--- src/rtl/uart_fb_write_ctrl.sv ---
// uart_fb_write_ctrl: pairs UART bytes into RGB565 pixels and shares one frame-buffer RAM port
// between display reads (always win) and buffered pixel writes; UART_FB_TIMEOUT_EN adds the low-byte timeout.
module uart_fb_write_ctrl #(
    parameter int FB_DEPTH    = 131072,
    parameter int ADDR_W      = 17,
    parameter int TIMEOUT_CYC = 10000
) (
    input  logic              Clk,
    input  logic              Reset,
    input  logic              rx_done,
    input  logic [7:0]        rx_data,
    input  logic              addr_clr,
    input  logic              rd_req,
    input  logic [ADDR_W-1:0] rd_addr,
    output logic              ram_en,
    output logic              ram_we,
    output logic [ADDR_W-1:0] ram_addr,
    output logic [15:0]       ram_wdata,
    output logic              rd_valid,
    output logic              frame_done,
    output logic              overflow,
    output logic              byte_err
);
    localparam logic [ADDR_W-1:0] LAST_ADDR = ADDR_W'(FB_DEPTH - 1);

    if ((64'd1 << ADDR_W) < 64'(FB_DEPTH) || TIMEOUT_CYC < 1) begin : g_bad_params
        $error("uart_fb_write_ctrl: ADDR_W too small for FB_DEPTH or TIMEOUT_CYC < 1");
    end

    typedef enum logic {HI, LO} state_t;
    state_t state;
    logic [7:0] hi_byte;
    logic [15:0] pix;
    logic pixel_ready, timed_out, load_hi;

    // A byte arriving in the timeout cycle starts a fresh pixel instead of completing the stale one
    assign load_hi = rx_done && (state == HI || timed_out);

`ifdef UART_FB_TIMEOUT_EN
    localparam int CNT_W = $clog2(TIMEOUT_CYC + 1);
    logic [CNT_W-1:0] idle_cnt;

    // byte_err is high exactly while idle_cnt holds TIMEOUT_CYC, so it doubles as the timeout flag
    assign timed_out = byte_err;

    always_ff @(posedge Clk) begin
        if (Reset || addr_clr) begin
            idle_cnt <= '0;
            byte_err <= 1'b0;
        end else if (load_hi) begin
            idle_cnt <= CNT_W'(1);
            byte_err <= TIMEOUT_CYC == 1;
        end else if (state == LO && !rx_done && !timed_out) begin
            idle_cnt <= idle_cnt + 1'b1;
            byte_err <= idle_cnt == CNT_W'(TIMEOUT_CYC - 1);
        end else begin
            idle_cnt <= '0;
            byte_err <= 1'b0;
        end
    end
`else
    assign timed_out = 1'b0;
    assign byte_err  = 1'b0;
`endif

    always_ff @(posedge Clk) begin
        pixel_ready <= 1'b0;
        if (Reset || addr_clr) begin
            state   <= HI;
            hi_byte <= '0;
        end else if (load_hi) begin
            state   <= LO;
            hi_byte <= rx_data;
        end else if (rx_done) begin
            state       <= HI;
            pix         <= {hi_byte, rx_data};
            pixel_ready <= 1'b1;
        end else if (timed_out) begin
            state <= HI;
        end
    end

    logic pend, wr_issue;
    logic [15:0] pend_data, last_wdata;
    logic [ADDR_W-1:0] pend_addr, wr_addr, wr_next, last_addr;

    assign wr_issue  = pend && !rd_req;
    assign wr_next   = wr_addr == LAST_ADDR ? '0 : wr_addr + 1'b1;
    assign ram_en    = rd_req || pend;
    assign ram_we    = wr_issue;
    assign ram_addr  = rd_req ? rd_addr : pend ? pend_addr : last_addr;
    assign ram_wdata = wr_issue ? pend_data : last_wdata;

    always_ff @(posedge Clk) begin
        if (Reset) begin
            pend       <= 1'b0;
            pend_data  <= '0;
            pend_addr  <= '0;
            wr_addr    <= '0;
            last_addr  <= '0;
            last_wdata <= '0;
            rd_valid   <= 1'b0;
            frame_done <= 1'b0;
            overflow   <= 1'b0;
        end else begin
            rd_valid   <= rd_req;
            frame_done <= wr_issue && pend_addr == LAST_ADDR;
            last_addr  <= ram_addr;
            last_wdata <= ram_wdata;
            // A pixel that finds the entry still blocked is dropped, but its address slot is consumed
            if (addr_clr) begin
                pend    <= 1'b0;
                wr_addr <= '0;
            end else if (pixel_ready) begin
                wr_addr <= wr_next;
                if (pend && rd_req) begin
                    overflow <= 1'b1;
                end else begin
                    pend      <= 1'b1;
                    pend_data <= pix;
                    pend_addr <= wr_addr;
                end
            end else if (wr_issue) begin
                pend <= 1'b0;
            end
        end
    end
endmodule

--- config.mk ---
export PLATFORM = sky130hd
export DESIGN_NAME = uart_fb_write_ctrl
export DESIGN_NICKNAME = d
export VERILOG_FILES = /design/src/rtl/uart_fb_write_ctrl.sv
export SDC_FILE = /design/constraint.sdc
export NUM_CORES = 1
export LEC_CHECK = 0
export ABC_AREA = 1
export BUFFER_PORTS_ARGS = -buffer_cell sky130_fd_sc_hd__buf_2
export CAP_MARGIN = 20
export CORE_MARGIN = 2
export CORE_UTILIZATION = 45
export CTS_BUF_LIST = sky130_fd_sc_hd__clkbuf_4
export DETAILED_ROUTE_END_ITERATION = 12
export PLACE_DENSITY = 0.66
export SETUP_SLACK_MARGIN = 0.02
export SYNTH_ARGS = -nofsm -noshare
export SYNTH_HDL_FRONTEND = slang
export SYNTH_SLANG_ARGS = --single-unit
--- constraint.sdc ---
create_clock -name Clk -period 3.3 [get_ports Clk]
set_input_delay 0 -clock Clk [delete_from_list [all_inputs] [get_ports Clk]]
set_output_delay 0 -clock Clk [all_outputs]
set_load 0.02 [all_outputs]
==> results.md <==
* Status: complete, no violations
* DR pass1 iterations at 5
* Final hold vios at 0
* WP buf/inv at 6
* Switching share of power at 0.238
* Max FO, Critical Path at 33
* Cells resized by post-CTS repair at 0
* VDD IR-drop max at 249 µV
* Final Routed Wirelength at 9800 µm
* Slew Limit Fails at 0
* Clock Latency Late Sink at between 0.4 and 0.5 ns
* Total power at 2670 µW
* CTS tree: built
* Filler Cell Count at 928
* Initial Util at 0.463
* Seq/Total Area, Yosys at 0.535
* WL/cell at between 10 and 15 µm
* Worst path arrival time at around 2.1 ns
* Flops & latches, synth at ~110
* Post-CTS Setup Inserts at 0
* Share of cells above drive strength 1 at 0.188
* Final GP Congestion at 0.882
* Syn nets at roughly 600
* Area grow syn2layout at 21.1%
* Fin util at 0.561
* Hold-fix buffers, CTS at 29
* Vias at around 3,800
* Critical path cell sequence: dlygate4sd3_1, buf_2, inv_4, nand2_4, inv_4, or2_2, o21ai_0, inv_1, buf_2
* Synth cell count leaders: nand2_1 (109), nor2_1 (104), dfxtp_1 (97)
* Max cap viols at 0
* Clock power share at 0.383
* Worst setup SP type: primary input
* NetSw at approximately 640 µW
* Slowest stage delay, CP at approximately 0.53 ns
* Initial antenna violation count at 0
* Post-DR vias/cell at ~4.7
* RSZ-0062 raised after global routing: no
* Num rows at 36
* Synth warn at 0
* FF/Latch Area at around 2400 µm²
* Hold_ws at roughly 0.22 ns
* Die height at 104 µm
* Period Utilization, post-route at 0.635
* Num CTS Buffers at 17
* Clock transition at path regs at ~0.1 ns
* H-tree Lvls at 4
* Vias in the first global route at between 3,000 and 4,000
* DP Cell Count at between 700 and 800
* Port bufs at 67
* Combinational share of power at 0.078
* Setup violators final at 0
* Diode count at 0
* Top cell type by total area after synthesis: dfxtp_1
* Crit-path slowest cell: dlygate4sd3_1
* Int Power at just over 2000 µW
* Avg Cell Area, Syn at around 7.9 µm²
* Async SR Flop Fraction at 0
* Lkg Pwr at 0.00259 µW
* PwrDens at between 400 and 500 nW/µm²
* Yosys top cell area share at 0.429
* Fin nets at between 600 and 700
* Die X at between 100 and 150 µm
* Cells after Synth at 570
* Area of the multi-input gates at around 1700 µm²
* Clock Tree Root: clkbuf_4
* Worst-Margin Slew at 1.04 ns
* Worst-case clock buffer depth at 2
* Maximum clock rate at between 400 and 500 MHz
* Core Box Area at approximately 10000 µm²
* Critical path class: in2out
* Top cells by area, synth: dfxtp_1 (43%), edfxtp_1 (11%), nand2_1 (9.0%)
* Final std cells w/o fill at around 810
* Antenna Nets Post-Route at 0
* IO Count at between 60 and 70
* TritonCTS sink count at 113
* Sequential Power Share at 0.539
* Delay-heaviest family, CP: buffers and inverters
* EDFF count, synth at 16
* Min-delay worst type: in2reg
* CP endpoint kind: output pin
* Overall Global Routing Usage at 0.185
* Largest net degree at the start of global routing at 45
* Req. time, crit path at between 3 and 4 ns
* Initial detailed-routing violation count at between 200 and 300
* Die area at roughly 11,000 µm²
* First-pass GRT wire length at between 15,000 and 20,000 µm
* Synthesized cell area at 4530 µm²
* Main synth FF type: dfxtp_1
* Most frequent cell after synthesis: nand2_1
* Minimum clock period at between 2 and 2.5 ns
* DRC at 0
* Total negative slack at 0 ns
* Skew final at 0.00957 ns
* Max_slew headroom at 0.309
* Dpl hpwl at 6690 µm
* Cell variety after synth at 29
* GRT overflow at 0
==> registers in the layout (all words and copies together) (netlist names), 8 cells and up <==
name / cells
last_addr: 17
pix: 16
pend_addr: 17
last_wdata: 16
pend_data: 16
hi_byte: 8
wr_addr: 17
==> power by group through the flow <==
stage	Clock, µW	Combinational, µW	Sequential [µW]
after floorplan	0	125	1470
after global placement	0	177	1470
after detailed placement	0	181	1470
after CTS	1050	207	1440
after global routing	1120	232	1450
final	1030	208	1440
==> routing by layer <==
metal | global-route usage | up-vias | routed length (µm)
met5 | 0 | - | 0
met2 | 0.273 | 87 | 4300
met4 | 0.0618 | 0 | 70
met1 | 0.257 | 1717 | 5030
met3 | 0.0570 | 7 | 394
li1 | - | 1998 | -
==> path summary, 6_finish.rpt <==
path	start	to	slack, ns	cells past startpoint
max	rd_req	ram_wdata[0]	1.20	9
min	rx_data[2]	pix[2]	0.22	2
max reg2reg	wr_addr[1]	wr_addr[6]	1.20	13
min reg2reg	hi_byte[3]	pix[11]	0.44	0
==> layout make-up <==
class                   instances  share of cell area
multi-input cells             367               0.312
flip-flops and latches        113               0.442
repair buffers                 98               0.117
clock buffers                  19              0.0260
well taps                     133              0.0304
inverters                      66              0.0466
clock inverters                13              0.0262
==> cells in the final DEF (no fill, tap or decap), types with 6 or more instances in the layout <==
master / n
a21oi_1: 22
buf_2: 67
clkbuf_4: 19
clkinv_2: 6
dfxtp_1: 97
dlygate4sd3_1: 29
edfxtp_1: 16
inv_1: 61
nand2_1: 109
nand3_1: 26
nor2_1: 104
nor3_1: 8
o21ai_0: 52
o21ai_2: 14
or2_1: 13
==> stage by stage <==
stage / worst slack, ns / cell area, µm²
global route: 0.995 / 5480
detailed placement: 1.22 / 4900
finish: 1.20 / 5480
floorplan: 1.17 / 4530
global placement: 1.32 / 4900
CTS: 1.21 / 5480
==> cell families after synthesis <==
| family | Yosys count | synth area share |
|---|---|---|
| buffers and inverters | 90 | 0.0882 |
| and+or+nand+nor | 273 | 0.255 |
| adders and majority gates | 3 | 0.00829 |
| other | 1 | 0.000828 |
| DFF | 113 | 0.535 |
| AOI/OAI and AO/OA | 90 | 0.112 |
Power figures use the tool's default switching activity.
